## config.mk

```make
export PLATFORM = sky130hd
export DESIGN_NAME = ltc2308_scan_ctrl
export DESIGN_NICKNAME = d
export VERILOG_FILES = /design/src/rtl/ltc2308_pkg.sv /design/src/rtl/adc_rate_tick.sv /design/src/rtl/ltc2308_scan_ctrl.sv
export SDC_FILE = /design/constraint.sdc
export NUM_CORES = 1
export LEC_CHECK = 0
export CORE_MARGIN = 5
export CORE_UTILIZATION = 55
export CTS_CLUSTER_SIZE = 12
export DETAILED_ROUTE_END_ITERATION = 7
export PLACE_DENSITY = 0.81
export SLEW_MARGIN = 20
export SYNTH_ARGS = -nofsm -noshare
export SYNTH_HDL_FRONTEND = slang
export SYNTH_HIERARCHICAL = 1
export SYNTH_SLANG_ARGS = --single-unit
```

## constraint.sdc

```tcl
create_clock -name clk -period 4.6 [get_ports clk]
set_input_delay 0.69 -clock clk [delete_from_list [all_inputs] [get_ports clk]]
set_output_delay 0.69 -clock clk [all_outputs]
set_load 0.02 [all_outputs]
```

## src/rtl/ltc2308_pkg.sv

```systemverilog
// Shared types and helpers for the LTC2308 scan controller.
package ltc2308_pkg;

    localparam int ADC_BITS = 12;
    localparam int CFG_BITS = 6;

    typedef enum logic [1:0] {
        IDLE,
        CONV,
        SHIFT,
        DONE
    } state_t;

    // {S/D, O/S, S1, S0, UNI, SLP}, single-ended, sleep off
    function automatic logic [CFG_BITS-1:0] cfg_word(input logic [2:0] ch, input logic uni);
        return {1'b1, ch[0], ch[2], ch[1], uni, 1'b0};
    endfunction

endpackage

```

## src/rtl/adc_rate_tick.sv

```systemverilog
// Fractional rate generator: pulses tick RATE times per CLK_RATE clocks on average.
module adc_rate_tick #(
    parameter int CLK_RATE = 50000000,
    parameter int RATE     = 96000
) (
    input  logic clk,
    input  logic reset_n,
    output logic tick
);

    localparam logic [31:0] STEP = 32'(RATE);
    localparam logic [31:0] WRAP = 32'(CLK_RATE);

    logic [31:0] acc;
    logic [31:0] acc_sum;

    assign acc_sum = acc + STEP;

    always_ff @(posedge clk) begin
        if (!reset_n) begin
            acc  <= '0;
            tick <= 1'b0;
        end else if (acc_sum >= WRAP) begin
            acc  <= acc_sum - WRAP;
            tick <= 1'b1;
        end else begin
            acc  <= acc_sum;
            tick <= 1'b0;
        end
    end

endmodule

```

## src/rtl/ltc2308_scan_ctrl.sv

```systemverilog
// Round-robin LTC2308 conversion scheduler with pipelined channel addressing.
//
// state | meaning
// IDLE  | wait for a pending rate tick and a non-empty channel mask
// CONV  | hold CONVST high for TCONV cycles
// SHIFT | 12 SCK periods: read previous conversion, send next channel's config
// DONE  | publish sample (once primed), advance round-robin pointer
module ltc2308_scan_ctrl
    import ltc2308_pkg::*;
#(
    parameter int CLK_RATE = 50000000,
    parameter int ADC_RATE = 96000,
    parameter int SCK_HALF = 2,
    parameter int TCONV    = 80
) (
    input  logic                clk,
    input  logic                reset_n,
    input  logic [7:0]          ch_mask,
    input  logic                uni,
    output logic                adc_convst,
    output logic                adc_sck,
    output logic                adc_sdi,
    input  logic                adc_sdo,
    output logic [ADC_BITS-1:0] dout,
    output logic [2:0]          dout_ch,
    output logic                dout_valid,
    output logic                busy,
    output logic                overrun
);

    localparam logic [15:0] TCONV_LD = 16'(TCONV - 1);
    localparam logic [15:0] HALF_LD  = 16'(SCK_HALF - 1);

    state_t              state, state_n;
    logic [15:0]         tmr, tmr_n;
    logic [3:0]          bit_idx, bit_n, bit_dec;
    logic                ph, ph_n;
    logic [ADC_BITS-1:0] shreg, shreg_n;
    logic [CFG_BITS-1:0] cfg_q, cfg_n, cfg_next;
    logic [ADC_BITS-1:0] stream;
    logic [2:0]          cur_ch, cur_n, nxt_ch, nxt_n;
    logic                primed, primed_n;
    logic                pending, pending_n;
    logic                take;
    logic                tick;
    logic                convst_n, sck_n, sdi_n, valid_n, overrun_n;
    logic [ADC_BITS-1:0] dout_n;
    logic [2:0]          dout_ch_n;

    // First set mask bit strictly after 'from', wrapping; 'from' itself if it is the only one
    function automatic logic [2:0] next_set(input logic [7:0] mask, input logic [2:0] from);
        logic [2:0] idx;
        next_set = from;
        for (int i = 8; i >= 1; i--) begin
            idx = from + 3'(i);
            if (mask[idx]) next_set = idx;
        end
    endfunction

    adc_rate_tick #(
        .CLK_RATE (CLK_RATE),
        .RATE     (ADC_RATE)
    ) u_rate (
        .clk     (clk),
        .reset_n (reset_n),
        .tick    (tick)
    );

    assign busy     = (state != IDLE);
    assign stream   = {cfg_q, {(ADC_BITS-CFG_BITS){1'b0}}};
    assign bit_dec  = bit_idx - 4'd1;
    assign cfg_next = cfg_word(nxt_ch, uni);

    always_comb begin
        state_n   = state;
        tmr_n     = tmr;
        bit_n     = bit_idx;
        ph_n      = ph;
        shreg_n   = shreg;
        cfg_n     = cfg_q;
        cur_n     = cur_ch;
        nxt_n     = nxt_ch;
        primed_n  = primed;
        take      = 1'b0;
        convst_n  = adc_convst;
        sck_n     = adc_sck;
        sdi_n     = adc_sdi;
        dout_n    = dout;
        dout_ch_n = dout_ch;
        valid_n   = 1'b0;

        case (state)
            IDLE: begin
                if (ch_mask == 8'h00) begin
                    primed_n = 1'b0;
                end else if (pending) begin
                    take     = 1'b1;
                    state_n  = CONV;
                    convst_n = 1'b1;
                    tmr_n    = TCONV_LD;
                    if (!primed) nxt_n = next_set(ch_mask, 3'd7);
                end
            end
            CONV: begin
                if (tmr == 16'd0) begin
                    state_n  = SHIFT;
                    convst_n = 1'b0;
                    tmr_n    = HALF_LD;
                    bit_n    = 4'd11;
                    ph_n     = 1'b0;
                    cfg_n    = cfg_next;
                    sdi_n    = cfg_next[CFG_BITS-1];
                end else begin
                    tmr_n = tmr - 16'd1;
                end
            end
            SHIFT: begin
                if (tmr != 16'd0) begin
                    tmr_n = tmr - 16'd1;
                end else begin
                    tmr_n = HALF_LD;
                    if (!ph) begin
                        // last low cycle: capture sdo, raise SCK on this edge
                        shreg_n = {shreg[ADC_BITS-2:0], adc_sdo};
                        sck_n   = 1'b1;
                        ph_n    = 1'b1;
                    end else begin
                        sck_n = 1'b0;
                        ph_n  = 1'b0;
                        if (bit_idx == 4'd0) begin
                            state_n = DONE;
                            sdi_n   = 1'b0;
                        end else begin
                            bit_n = bit_dec;
                            sdi_n = stream[bit_dec];
                        end
                    end
                end
            end
            DONE: begin
                if (primed) begin
                    dout_n    = shreg;
                    dout_ch_n = cur_ch;
                    valid_n   = 1'b1;
                end
                cur_n    = nxt_ch;
                primed_n = 1'b1;
                nxt_n    = next_set(ch_mask, nxt_ch);
                state_n  = IDLE;
            end
            default: state_n = IDLE;
        endcase

        pending_n = pending;
        if (take) pending_n = 1'b0;
        if (tick) pending_n = 1'b1;
        overrun_n = tick & pending & ~take;
    end

    always_ff @(posedge clk) begin
        if (!reset_n) begin
            state      <= IDLE;
            tmr        <= '0;
            bit_idx    <= '0;
            ph         <= 1'b0;
            shreg      <= '0;
            cfg_q      <= '0;
            cur_ch     <= '0;
            nxt_ch     <= '0;
            primed     <= 1'b0;
            pending    <= 1'b0;
            adc_convst <= 1'b0;
            adc_sck    <= 1'b0;
            adc_sdi    <= 1'b0;
            dout       <= '0;
            dout_ch    <= '0;
            dout_valid <= 1'b0;
            overrun    <= 1'b0;
        end else begin
            state      <= state_n;
            tmr        <= tmr_n;
            bit_idx    <= bit_n;
            ph         <= ph_n;
            shreg      <= shreg_n;
            cfg_q      <= cfg_n;
            cur_ch     <= cur_n;
            nxt_ch     <= nxt_n;
            primed     <= primed_n;
            pending    <= pending_n;
            adc_convst <= convst_n;
            adc_sck    <= sck_n;
            adc_sdi    <= sdi_n;
            dout       <= dout_n;
            dout_ch    <= dout_ch_n;
            dout_valid <= valid_n;
            overrun    <= overrun_n;
        end
    end

endmodule
```

== After elaboration in Yosys (flattened, before gate mapping) ==
Index checks and enable logic that the tools add are counted.

* Flip-flop bits (word level): 101
* Latch bits: 0
* Bits in writable memories: 0
* ROM bits: 0
* Input bits: 12
* Output and inout bits: 21
* Word-level logic and storage cells: 154
* Memories kept: 0

* Add/sub/neg operators: 11
* Multipliers: 0
* Divide/modulo/power cells: 0
* Order comparisons: 9
* Equal/unequal tests: 13
* Shift-type cells: 0
* Muxes and demuxes: 73
* Bitwise logic cells: 5
* Reductions and logical operators: 24

{| class="wikitable"
|+ Operators with widths
! cell !! number
|-
| $mux W16 || 4
|-
| $mux W3 || 16
|-
| $pmux W16 S3 || 1
|-
| $add A32 B17 Y32 const B || 1
|-
| $ge A32 B26 Y1 const B || 1
|-
| $mux W32 || 1
|-
| $sub A32 B26 Y32 const B || 1
|-
| $lt A3 B4 Y1 const B || 7
|-
| $mux W1 || 26
|-
| $bmux W1 S3 || 7
|-
| $ne A2 B2 Y1 const B || 9
|-
| $logic_not A16 Y1 || 1
|-
| $mux W4 || 4
|-
| $reduce_bool A16 Y1 || 1
|-
| $sub A16 B1 Y16 const B || 1
|-
| $add A3 B3 Y3 const B || 4
|-
| $mux W2 || 6
|-
| $reduce_and A2 Y1 || 5
|-
| $reduce_and A5 Y1 || 2
|-
| $reduce_bool A2 Y1 || 5
|-
| $reduce_and A3 Y1 || 3
|-
| $logic_not A8 Y1 || 1
|-
| $ne A8 B8 Y1 const B || 1
|-
| $pmux W1 S2 || 4
|-
| 17 further kinds || 23
|}

== Depth between registers and ports, before layout ==
* Depth in word-level cells: 11
* Mapped depth: 15

== Cells and area by module ==
The synthesis kept the hierarchy.

{| class="wikitable"
|+ Modules (own cells, without submodules)
! module !! times used !! cells each !! area an instance (um^2) !! seq. area each (um^2)
|-
| ltc2308_scan_ctrl || 1 || 465 || 3823.7 || 1361.3
|-
| adc_rate_tick || 1 || 307 || 2477.4 || 520.5
|}

== Least setup slack after synthesis ==
Ideal clock, no wire load.

* Path kind: register to register
* From: register u_rate.acc[8]
* To: register u_rate.acc[23]
* Setup time: 0.115 ns
* Arrival time: 3.108 ns
* Data required time: 4.485 ns
* Slack: 1.377 ns
* Cell stages (with the launch flop): 15
* Buffers on the path: 2
* Period minus slack after synthesis: 3.223 ns
* Path through: dfxtp_1 -> inv_1 -> ha_1 -> buf_2 -> nand2b_4 -> buf_6 -> a211oi_4 -> o32ai_2 -> mux2_4 -> nor3b_4 -> and3_4 -> a2111o_2 -> nand3_1 -> or3_1 -> and3_1

* Cells in the longest elaborated chain, start to end: 3

{| class="wikitable"
|+ Ends and longest elaborated chain
! what !! RTL line !! text
|-
| start: declaration || adc_rate_tick.sv:14 || <nowiki>logic [31:0] acc;</nowiki>
|-
| start signal: assignment || adc_rate_tick.sv:24 || <nowiki>acc <= acc_sum - WRAP;</nowiki>
|-
| start signal: assignment || adc_rate_tick.sv:27 || <nowiki>acc <= acc_sum;</nowiki>
|-
| $add A32 B17 Y32 (*) || adc_rate_tick.sv:17 || <nowiki>assign acc_sum = acc + STEP;</nowiki>
|-
| $sub A32 B26 Y32 / $ge A32 B26 Y1 (equally long branches) || adc_rate_tick.sv:24, adc_rate_tick.sv:23 ||
|-
| $mux W32 (*) || adc_rate_tick.sv:23 || <nowiki>end else if (acc_sum >= WRAP) begin</nowiki>
|}

Every way passes the cells marked *; elsewhere a longest branch is shown, timed or not.
A chain may end at the register's enable or synchronous reset.

== Worst setup path after layout ==
* From: register u_rate.acc[8]
* To: register u_rate.acc[11]

Same word-level chain as after synthesis.

==> results.md <==
* Run status: complete, no violations
* Worst-Margin Slew at 0.8321 ns
* Total GRT Usage at between 20% and 30%
* Post-CTS Setup Bufs at 0
* Mapped Area at 0.006301 mm^2
* Vias in the first global route at 5,236
* Setup TNS at 0 ns
* Largest family of logic cells by synthesized area: simple AND/OR/NAND/NOR gates
* H-tree Lvls at 3
* # clock sinks at 94
* Worst Hold Endpoint: dout[7]$_SDFFE_PN0P_
* Final Max Slew Viols at 0
* FF/Latch Area at 0.001882 mm^2
* # setup viols final at 0
* CTS tree: done
* # fillers at 989
* Startpoint Class: register
* Register area share after synthesis at 29.86%
* Clock root cell: clkbuf_16
* WL final at approximately 14,000 um
* Post-layout instance area at about 0.0068 mm^2
* Area growth, synth to finish at 8.539%
* Main flop type after synthesis: dfxtp_1
* Syn Area/Cell at 8.162 um^2
* Die ar. at 0.01370 mm^2
* Starting Density at 55.66%
* FP Rows at 39
* Final hold slack at approximately 0.47 ns
* Non-filler cells, final at 917
* Mapped Nets at 799
* Starting DRT DRC Count at 529
* # DRC at 0
* Hold Crit Class: reg2reg
* Placed Area at 0.006548 mm^2
* Synth top area share at between 20 and 30%
* Clk_lat worst skew at 0.35 ns
* Area of the multi-input gates at around 0.0040 mm^2
* Finished Core Util at around three fifths
* Worst Slack Setup Final at 0.6642 ns
* Placed cells at 901
* ANT nets after route at 0
* Reg2reg end: u_rate/acc[11]$_SDFF_PN0_
* Netlist cell types at 87
* Maximum fanout along the worst path at 13
* Post-CTS Hold Fix Bufs at 0
* Critical Path Sink Type: register
* Core Area at ~0.011 mm^2
* Worst EP arrival at approximately 4.2 ns
* Worst EP required at 4.84 ns
* Routability cong. at roughly 0.9
* Horiz. Die Dim at 117.0 um
* Final period util at 85.56%
* Lkg Pwr at between 2 and 2.5 nW
* RSZ-0062 raised after global routing: false
* DP HPWL at 10,300 um
* WL per Instance at 15.67 um
* Layout cells sized above 1 at 7.494%
* Total Power at around 3.5 mW
* Most frequent cells in the layout: nand2_1 (109), dfxtp_1 (94), nor2_1 (46)
* ANT cells at 0
* Synthesized flop and latch total at 94
* Post-Synth XOR/XNOR Area at under 10%
* R2R depth at 11
* Buffers added on ports at 32
* Reg2reg start: u_rate/acc[8]$_SDFF_PN0_
* Mapped Cells at 772
* Power Density at 507.6 mW/mm^2
* Clock Path Buffers at 2
* Dpl ws at about 0.76 ns
* DR vias/cell at 6.069
* Max Freq at around 0.25 GHz
* Cells on Worst Hold Path at 2
* Worst reg-to-reg setup slack at about 0.66 ns
* Die height at 117.0 um
* Final hold violations at 0
* Largest cells by area after synthesis: dfxtp_1 (30%), nand2_1 (6.5%), mux2i_1 (4.0%)
* I/O Pins at 33
* Initial antenna violation count at 0
* Compound-gate portion of the synthesized area at around 22%
* Post-Synth Adder-Cell Area at 2.979%
* Post-cts gate resize count at 0
* Most common cell after layout, fill and taps aside: nand2_1
* Layout Nets at 796
* Largest net degree at the start of global routing at around 60
* EDFF count, synth at 0
* Final min period at 3.936 ns
* DR pass1 iterations at 6
* Clock transition at path regs at 0.08 ns
* Maximum vdd drop at 0.0003149 V
* Global-route wire length before repair at 24,120 um
* Hold wc startpoint: dout[7]$_SDFFE_PN0P_
* Max Cap Violations at 0
* Ys Warns at 6
* Worst rel slew slack at 44.52%
* Via count at roughly 5,600
* Async set or reset register ratio after synthesis at 0%
* Overflow after GRT at 0
* Largest area contributor in the netlist: dfxtp_1
* CTS Buf Count at 9
* Post-Synth Simple-Gate Area at 25.97%
* Multiplexer share of the synthesized area at 6.473%
* Fin Clk Skew at ~0.012 ns
* Crit path kind: reg2reg
==> power breakdown <==
part / leakage [nW] / internal (mW) / switching (mW) / total [mW]
Combinational: 1.49 / 0.655 / 0.931 / 1.59
Sequential: 0.761 / 0.939 / 0.207 / 1.15
Clock: 0.142 / 0.380 / 0.360 / 0.740
Total: 2.39 / 1.97 / 1.50 / 3.47
==> area by class of cell <==
cell class / count / share of cell area, %
multi-input combinational: 599 / 59.07
sequential: 94 / 27.52
timing repair buffer: 34 / 4.830
clock buffer: 9 / 3.293
tap: 143 / 2.616
inverter: 31 / 1.701
clock inverter: 7 / 0.9696
==> cell families after synthesis <==
| logic type | after synthesis |
|---|---|
| simple gates | 316 |
| compound gates | 188 |
| flops | 94 |
| buf+inv | 79 |
| xor+xnor | 46 |
| mux | 34 |
| fa+ha+maj | 15 |
==> cells in the mapped netlist (20+ instances only) <==
cell and number:
a21boi_0 33, a21oi_1 32, and2_1 20, clkbuf_1 22
dfxtp_1 94, inv_1 30, mux2i_1 25, nand2_1 109
nand3_1 24, nor2_1 46, o21ai_0 31, xnor2_1 28
==> flip-flops by register name (all words and copies together) (netlist names), 2 cells and up <==
signal / cells
u_rate/acc: 25
dout_ch: 3
cur_ch: 3
state: 2
nxt_ch: 3
cfg_q: 5
bit_idx: 4
dout: 12
shreg: 12
tmr: 16
==> worst max path at each step <==
stage / start / to / slack [ns] / cells after the start
final: u_rate/acc[8]$_SDFF_PN0_ / u_rate/acc[11]$_SDFF_PN0_ / 0.66 / 11
after floorplan: u_rate/acc[8]$_SDFF_PN0_ / u_rate/acc[23]$_SDFF_PN0_ / 1.38 / 14
after CTS: u_rate/acc[8]$_SDFF_PN0_ / u_rate/acc[23]$_SDFF_PN0_ / 0.73 / 12
after global routing: u_rate/acc[8]$_SDFF_PN0_ / u_rate/acc[11]$_SDFF_PN0_ / 0.31 / 11
after global placement: u_rate/acc[8]$_SDFF_PN0_ / u_rate/acc[23]$_SDFF_PN0_ / 0.89 / 12
after detailed placement: u_rate/acc[8]$_SDFF_PN0_ / u_rate/acc[23]$_SDFF_PN0_ / 0.76 / 12
==> metal layers <==
metal	GRT usage (%)	share of wire [%]	vias to the layer above
met3	3.702	5.1	31
li1	-	-	2745
met5	0	0	-
met1	26.86	44	2623
met4	8.792	2.0	0
met2	36.63	49	166
==> critical path, cell delays in order, from the launching register on <==
cell and delay (ns):
dfxtp_1 0.55, inv_1 0.08, ha_1 0.34, nor4_1 0.45, o221ai_1 0.33, a31o_2 0.36, a21oi_2 0.22, nand2b_1 0.14
a2111oi_4 0.82, a211oi_1 0.14, nor3_1 0.20, and3b_1 0.19
(Power assumes the default switching activity.)
